**config.mk**
```make
export PLATFORM = sky130hd
export DESIGN_NAME = m_rst_seq
export DESIGN_NICKNAME = d
export VERILOG_FILES = /design/src/rtl/m_rst_seq.sv
export SDC_FILE = /design/constraint.sdc
export NUM_CORES = 1
export LEC_CHECK = 0
export ABC_AREA = 1
export CAP_MARGIN = 20
export CORE_AREA = 2 2 85 87
export CTS_BUF_LIST = sky130_fd_sc_hd__clkbuf_4
export DETAILED_ROUTE_END_ITERATION = 10
export DIE_AREA = 0 0 87 89
export DONT_BUFFER_PORTS = 1
export PLACE_DENSITY = 0.47
export SLEW_MARGIN = 10
export SYNTH_ARGS = -nofsm -noshare
export SYNTH_HDL_FRONTEND = slang
export SYNTH_SLANG_ARGS = --single-unit
```
**constraint.sdc**
```tcl
create_clock -name clk -period 1.18 [get_ports clk]
set_input_delay 0.236 -clock clk [delete_from_list [all_inputs] [get_ports clk]]
set_output_delay 0.236 -clock clk [all_outputs]
set_load 0.02 [all_outputs]
```
**src/rtl/m_rst_seq.sv**
```systemverilog
// Reset sequencer: merges switch, watchdog and soft reset sources, holds and then
// releases the downstream reset stages in order, and services the watchdog while running.
module m_rst_seq #(
    parameter int N_STG     = 3,
    parameter int HOLD_CYC  = 16,
    parameter int STAGE_DLY = 8,
    parameter int KICK_PER  = 100,
    parameter int CNT_W     = 8
) (
    input  logic             clk,
    input  logic             rst_n,
    input  logic             sw_rst_n,
    input  logic             wdt_rst_n,
    input  logic             soft_rst_req,
    input  logic             kick_en,
    input  logic             cause_clr,
    output logic             wdi,
    output logic [N_STG-1:0] stg_rst_n,
    output logic             seq_done,
    output logic [2:0]       rst_cause,
    output logic [CNT_W-1:0] wdt_cnt
);

    localparam int HOLD_W = $clog2(HOLD_CYC + 1);
    localparam int DLY_W  = $clog2(STAGE_DLY + 1);
    localparam int KICK_W = $clog2(KICK_PER);

    typedef enum logic [1:0] {
        S_HOLD,
        S_RELEASE,
        S_RUN
    } state_t;

    state_t             state, state_nx;
    logic [HOLD_W-1:0]  hold_cnt, hold_nx;
    logic [DLY_W-1:0]   dly_cnt, dly_nx;
    logic [KICK_W-1:0]  kick_cnt, kick_nx;
    logic [N_STG-1:0]   stg_nx;
    logic               done_nx;
    logic               wdi_nx;
    logic [2:0]         cause_nx;
    logic [CNT_W-1:0]   wdt_cnt_nx;

    logic sw_meta, sw_sync, sw_prev;
    logic wdt_meta, wdt_sync, wdt_prev;
    logic src_any, sw_fall, wdt_fall;

    // Synchroniser and edge-history flops idle high so a reset release is never
    // mistaken for a fresh source assertion.
    always_ff @(posedge clk or negedge rst_n) begin
        if (!rst_n) begin
            sw_meta  <= 1'b1;
            sw_sync  <= 1'b1;
            sw_prev  <= 1'b1;
            wdt_meta <= 1'b1;
            wdt_sync <= 1'b1;
            wdt_prev <= 1'b1;
        end else begin
            // NOTE: non-blocking assignments let every flop sample the pre-edge value,
            // which is what makes this a two-stage shift rather than a single wire.
            sw_meta  <= sw_rst_n;
            sw_sync  <= sw_meta;
            sw_prev  <= sw_sync;
            wdt_meta <= wdt_rst_n;
            wdt_sync <= wdt_meta;
            wdt_prev <= wdt_sync;
        end
    end

    assign src_any  = ~sw_sync | ~wdt_sync | soft_rst_req;
    assign sw_fall  = sw_prev & ~sw_sync;
    assign wdt_fall = wdt_prev & ~wdt_sync;

    always_comb begin
        // NOTE: every output of this block gets a default first so no path infers a latch.
        state_nx = state;
        hold_nx  = hold_cnt;
        dly_nx   = dly_cnt;
        kick_nx  = kick_cnt;
        stg_nx   = stg_rst_n;
        done_nx  = seq_done;
        wdi_nx   = wdi;

        if (src_any) begin
            state_nx = S_HOLD;
            hold_nx  = HOLD_W'(HOLD_CYC);
            stg_nx   = '0;
            done_nx  = 1'b0;
            wdi_nx   = 1'b0;
            kick_nx  = '0;
        end else begin
            unique case (state)
                S_HOLD: begin
                    if (hold_cnt == '0) begin
                        stg_nx = N_STG'(1);
                        dly_nx = DLY_W'(STAGE_DLY - 1);
                        if (&stg_nx) begin
                            state_nx = S_RUN;
                            done_nx  = 1'b1;
                            kick_nx  = '0;
                        end else begin
                            state_nx = S_RELEASE;
                        end
                    end else begin
                        hold_nx = hold_cnt - 1'b1;
                    end
                end
                S_RELEASE: begin
                    if (dly_cnt == '0) begin
                        // Thermometer shift: the next stage up joins the released set.
                        stg_nx = (stg_rst_n << 1) | N_STG'(1);
                        dly_nx = DLY_W'(STAGE_DLY - 1);
                        if (&stg_nx) begin
                            state_nx = S_RUN;
                            done_nx  = 1'b1;
                            kick_nx  = '0;
                        end
                    end else begin
                        dly_nx = dly_cnt - 1'b1;
                    end
                end
                S_RUN: begin
                    if (kick_en) begin
                        if (kick_cnt == KICK_W'(KICK_PER - 1)) begin
                            kick_nx = '0;
                            wdi_nx  = ~wdi;
                        end else begin
                            kick_nx = kick_cnt + 1'b1;
                        end
                    end else begin
                        kick_nx = '0;
                    end
                end
                default: state_nx = S_HOLD;
            endcase
        end
    end

    // A clear and a new cause on the same edge: the new cause survives.
    assign cause_nx   = (cause_clr ? 3'b000 : rst_cause) | {wdt_fall, sw_fall, soft_rst_req};
    assign wdt_cnt_nx = (wdt_fall && (wdt_cnt != '1)) ? wdt_cnt + 1'b1 : wdt_cnt;

    always_ff @(posedge clk or negedge rst_n) begin
        if (!rst_n) begin
            state     <= S_HOLD;
            hold_cnt  <= HOLD_W'(HOLD_CYC);
            dly_cnt   <= '0;
            kick_cnt  <= '0;
            stg_rst_n <= '0;
            seq_done  <= 1'b0;
            wdi       <= 1'b0;
            rst_cause <= 3'b000;
            wdt_cnt   <= '0;
        end else begin
            state     <= state_nx;
            hold_cnt  <= hold_nx;
            dly_cnt   <= dly_nx;
            kick_cnt  <= kick_nx;
            stg_rst_n <= stg_nx;
            seq_done  <= done_nx;
            wdi       <= wdi_nx;
            rst_cause <= cause_nx;
            wdt_cnt   <= wdt_cnt_nx;
        end
    end

endmodule

```
==> results of run 1 <==
## path summary, 6_finish.rpt
| check | endpoint | slack [ps] | cells past startpoint |
|---|---|---|---|
| min in group asynchronous | wdt_cnt[1] | 320 | 2 |
| hold reg to reg | sw_sync | 370 | 0 |
| setup reg to reg | kick_cnt[5] | -130 | 7 |
| max in group asynchronous | sw_meta | 610 | 2 |
| hold / removal | kick_cnt[2] | 20 | 2 |
| setup / recovery | kick_cnt[5] | -130 | 7 |
## sequential cells by signal (all words and copies together), names as in the netlist, 2 cells and up
name / cells
wdt_cnt: 8
kick_cnt: 7
hold_cnt: 5
dly_cnt: 4
rst_cause: 3
stg_rst_n: 3
state: 2
## cells in the mapped netlist (3+ instances only)
library cell,instances
nand2_1,56
nand2_2,6
nand3_1,19
o21ai_1,3
nor2_2,4
inv_1,29
o21ai_0,9
nand4_1,7
a21oi_1,4
nor2_1,23
dfrtp_1,33
xnor2_1,3
ha_1,4
dfstp_2,7
o22ai_1,3
xor2_1,6
## logic make-up (layout without fill, tap and decap cells)
logic type                 Yosys count  count (layout)
buffers and inverters               33             106
DFF                                 40              40
adders and majority gates            4               4
AOI/OAI and AO/OA                   25              25
xor gates and xnor gates             9               9
and+or+nand+nor                    123             123
## cell type report
cell class	count	area, µm²
repair buffers	67	600.6
clock inverters	3	37.54
fillers	621	3712
inverters	31	121.4
multi-input cells	161	1087
flip-flops and latches	40	1022
well taps	80	100.1
clock buffers	5	37.54
## worst reg2reg max path, stage by stage (launching register included)
cell     delay [ps]
dfstp_2         580
nand3_4         160
buf_6           170
nor2_4           90
nand2_2          70
nand2_2          70
nand2_1          60
nor2_2           70
## routing by layer
metal	part of all wire	wire length, µm
met1	0.47	2126
met2	0.47	2103
met3	0.036	163
met4	0.019	86
met5	0	0
## report_power, final
part	switching (mW)	internal, mW	leakage (nW)
sequential	0.156	1.54	0.498
combinational	0.626	0.639	0.834
clock	0.475	0.433	0.0403
total	1.26	2.62	1.37
## timing repair
item / 4_1_cts / 5_1_grt
setup endpoints to repair: 37 / 41
gates cloned: 0 / 0
endpoints found under the hold margin: 45 / 0
gates resized for setup: 41 / 29
hold buffers: 5 / 0
setup buffers: 9 / 4
pin swaps: 20 / 12
==> metrics, run 1 <==
Tot Pwr=between 3 and 4 mW; status=finished with violations; Initial DRC Count=66; most frequent cell on the critical path=nand2_2; FMAX=between 700 and 800 MHz; Critical Path Source Type=flip-flop; HP Start=kick_en; latest clock arrival within the worst-skew pair=370 ps; crit path time final=1311 ps; maximum net fanout on the critical path=7; non-filler cells, final=387; antenna cells=0; Max Root-Sink Buffers=2; WP buf/inv=1; area leader, netlist=dfrtp_1; total track usage=0.1294; number of top-level design ports=23; final cycle utilization of the critical path=1.111; Synth-to-Final Area Change=50.85%; Critical Path RT=1490 ps; vias in the first global route=1740; commonest non-fill, non-tap cell in the layout=nand2_1; Routed WL per cell=11.57 µm; Final Setup Violations=35; Die W=87 µm; CTS tree=built; crit path capture type=flip-flop; mapped cell area=1993 µm²; Compound-Gate Fraction of Synth Area=0.07156; ys flop type=dfrtp_1; post-route ant nets=0; top-area cell type share of the netlist area=0.4143; YS warnings=0; Post-Syn Nets=between 200 and 250; Clock Tree Root=clkbuf_4; Relative slew margins=0.8261; post-DP HPWL=3161 µm; EDFF count, synth=0; Gate Count Post-Synth=234; final WL=~4500 µm; final worst slack=-130.9 ps; Least-Margin Pin Slew=260.3 ps; unrepaired setup endpoints after global routing=true; post-synthesis mux area share=0; Crit. Startpoint=wdt_sync; Worst Path Arrival=1620 ps; top post-synthesis cells by area=dfrtp_1 41%, nand2_1 11%, dfstp_2 9.2%, inv_1 5.5%, nand3_1 4.8%; Synth Area in XOR/XNOR=0.03955; post-synthesis sequential area ratio=0.5066; adder-cell share of the synthesized area=0.02511; worst slack at placement=-141.7 ps; Yosys reg bits=40; fin util=0.4475; mean post-synth cell area=8.518 µm²; Clock Skew=6.352 ps; Final Wtd Congestion=approximately 0.76; busiest grt layer=met2; WS Path Type=flip-flop to flip-flop; asr flop ratio synth=1.000; starting density of the core=0.2966; fin nets=around 320; drt pass-1 iters=4; maximum VDD drop=0.5392 mV; synth unique cells=29; post-route cell area=3007 µm²; initial antenna violation count=0; failing checks=setup timing; vias=1745; Clock transition at path regs=approximately 120 ps; Tightest Hold Check Type=input port to flip-flop; die extent in y=just under 90 µm; largest net degree at the start of global routing=41; Synth Area in Simple Gates=0.2906; Placed Instance Area=2539 µm²; Setup TNS=-2108 ps; worst reg2reg startpoint=wdt_sync; Sink Count=40; met3 usage=0.02862; crit-path cells=nand3_4 -> buf_6 -> nor2_4 -> nand2_2 -> nand2_2 -> nand2_1 -> nor2_2; H-tree depth=2; row count=30; hold_ws=17.35 ps; Pwr Density=approximately 1300 nW/µm²; grt ovf=0; Fin. Hold Viols=0; Port Buffers=0; placed insts=361; CP max stage delay=580 ps; met1 Use GR=0.1639; Max Slew Vio Count=0; drc violations=0; die area=7743 µm²; met2 Resource Use GR=0.2137; layout cells sized above 1=0.4723; via/cell ratio=4.509; max-cap viol count=0; CTS Buf Count=5; first-pass GRT wire length=7755 µm; Core ar.=approximately 6700 µm²; highest-count cells in the layout ignoring fill and taps=44 x nand2_1, 42 x buf_4, 23 x inv_1, 23 x dfrtp_1, 20 x buf_6; largest family of logic cells by synthesized area=simple AND/OR/NAND/NOR gates; delay-heaviest family, CP=flip-flops; Leakage=1.372 nW; slowest stage cell, crit path=dfstp_2
(Power assumes the default switching activity.)
==> inputs of run 2 (changes only) <==
ABC_CLOCK_PERIOD_IN_PS = 1180   (was unset)
CELL_PAD_IN_SITES_DETAIL_PLACEMENT = 0   (was unset)
CELL_PAD_IN_SITES_GLOBAL_PLACEMENT = 2   (was unset)
PLACE_DENSITY = 0.68   (was 0.47)
==> metrics, run 2 (same netlist as run 1, synthesis figures left out) <==
Fin. Hold Viols=0 (unchanged); Sink Count=40 (unchanged); WS Path Type=flip-flop to output port; highest-count cells in the layout ignoring fill and taps=50 x buf_4, 44 x nand2_1, 26 x buf_6; initial antenna violation count=0 (unchanged); CTS Buf Count=5 (unchanged); number of top-level design ports=23 (unchanged); switching part of the total=0.3266 (+0.002067); drc violations=0 (unchanged); Initial DRC Count=37 (-44%); Sequential Power Share=0.395 (-0.044); Internal Power=2.891 mW (+10%); post-route cell area=3242 µm² (+7.8%); via/cell ratio=4.430 (-1.7%); Least-Margin Pin Slew=254.0 ps (-6.242 ps); starting density of the core=0.2966 (unchanged); register bank with the most flops=wdt_cnt; max-cap viol count=0 (unchanged); sw power=1.402 mW (+12%); die extent in y=89 µm (unchanged); first-pass GRT wire length=8293 µm (+6.9%); unrepaired setup endpoints after global routing=true; FMAX=712.8 MHz (-6.6%); commonest non-fill, non-tap cell in the layout=buf_4; Setup TNS=-3274 ps (-1166 ps); crit path time final=1403 ps (+92.08 ps); Tightest Hold Check Type=input port to flip-flop; failing checks=setup timing; final WL=4871 µm (+8.8%); max reg flops=8 (unchanged); Max Root-Sink Buffers=2 (unchanged); final worst slack=-223.0 ps (-92.08 ps); largest net degree at the start of global routing=41 (unchanged); fin nets=332 (+4.7%); Final Wtd Congestion=0.7482 (-1.1%); maximum VDD drop=0.6810 mV (+26%); combinational fraction of design power=0.378 (+0.051); CTS tree=built; Clock Tree Root=clkbuf_4; latest clock arrival within the worst-skew pair=370 ps (about the same); crit path capture type=output port; Clock Power Share=0.227 (-0.007); Regs by FF count=wdt_cnt (8), kick_cnt (7), hold_cnt (5); Clock Skew=23.96 ps (+17.61 ps); Critical Path Source Type=flip-flop; Core ar.=6719 µm² (unchanged); post-route ant nets=0 (unchanged); die area=7743 µm² (unchanged); total track usage=0.1379 (+0.008474); Synth-to-Final Area Change=62.65%; Critical Path RT=940 ps (-550 ps); vias in the first global route=1751 (+0.63%); Port Buffers=0 (unchanged); final cycle utilization of the critical path=1.189 (+0.07804); grt ovf=0 (unchanged); Die W=87 µm (unchanged); Worst Path Arrival=1170 ps (-450 ps); row count=30 (unchanged); Pwr Density=1324 nW/µm² (+2.8%); Relative slew margins=0.8301 (+0.003998); Leakage=1.480 nW (+7.9%); Clock transition at path regs=150 ps (+30 ps); Routed WL per cell=12.12 µm (+4.7%); Max Slew Vio Count=0 (unchanged); hold_ws=28.76 ps (+11.41 ps); Final Setup Violations=38 (+8.6%); drt pass-1 iters=4 (unchanged); maximum net fanout on the critical path=2 (-5); layout cells sized above 1=0.5497 (+0.07738); Placed Instance Area=2599 µm² (+2.4%); antenna cells=0 (unchanged); post-DP HPWL=3165 µm (+0.14%); vias=1781 (+2.1%); H-tree depth=2 (unchanged); status=finished with violations
-- run 2: layout make-up --
class / instances / area, µm²
sequential: 40 / 1021
fill: 650 / 3477
clock inverter: 3 / 46.29
timing repair buffer: 82 / 738.2
inverter: 31 / 126.4
tap: 80 / 100.1
clock buffer: 5 / 37.54
multi-input combinational: 161 / 1172
-- run 2: final timing paths --
path / from / cells past startpoint / slack [ps] / endpoint
worst max-delay path: wdt_cnt[2] / 3 / -220 / wdt_cnt[2]
worst min-delay path: soft_rst_req / 2 / 30 / rst_cause[0]
worst max register to register: sw_sync / 5 / -200 / kick_cnt[4]
worst min register to register: sw_meta / 0 / 370 / sw_sync
max in group asynchronous: rst_n / 2 / 590 / hold_cnt[4]
min in group asynchronous: rst_n / 2 / 290 / wdt_cnt[2]
-- run 2: power groups by stage --
stage	sequential (mW)	clock, mW	combinational (mW)
finish	1.70	0.976	1.62
global route	1.71	1.08	1.76
CTS	1.69	1.02	1.49
detailed placement	1.71	0	1.06
global placement	1.71	0	1.05
floorplan	1.83	0	0.448
-- run 2: per-stage QoR --
| step | instances | utilization | total power, mW | setup slack [ps] |
|---|---|---|---|---|
| floorplan | 234 | - | 2.279 | -39.35 |
| global placement | 369 | 0.3868 | 2.759 | -164.7 |
| detailed placement | 369 | 0.3868 | 2.769 | -161.5 |
| CTS | 396 | 0.4587 | 4.192 | -222.3 |
| global route | 402 | 0.4825 | 4.554 | -280.6 |
| finish | 402 | 0.4825 | 4.293 | -223.0 |
-- run 2: critical path, stage by stage (launching register included) --
cell,delay [ps]
dfrtp_2,450
buf_6,120
buf_6,100
buf_6,120
-- run 2: metal layers --
layer | wire [µm] | vias to the layer above | global-route usage
met5 | 0 | - | 0
met4 | 81 | 0 | 0.05114
met3 | 99 | 6 | 0.02770
met2 | 2411 | 17 | 0.2241
met1 | 2279 | 830 | 0.1822
li1 | - | 928 | -
-- run 2: timing repair --
action / 4_1_cts / 5_1_grt
hold endpoints to repair: 46 / 0
setup buffers: 13 / 9
cloned: 0 / 0
hold buffers: 6 / 0
endpoints found under the setup margin: 39 / 41
resized for setup: 64 / 33
pin swaps: 31 / 29
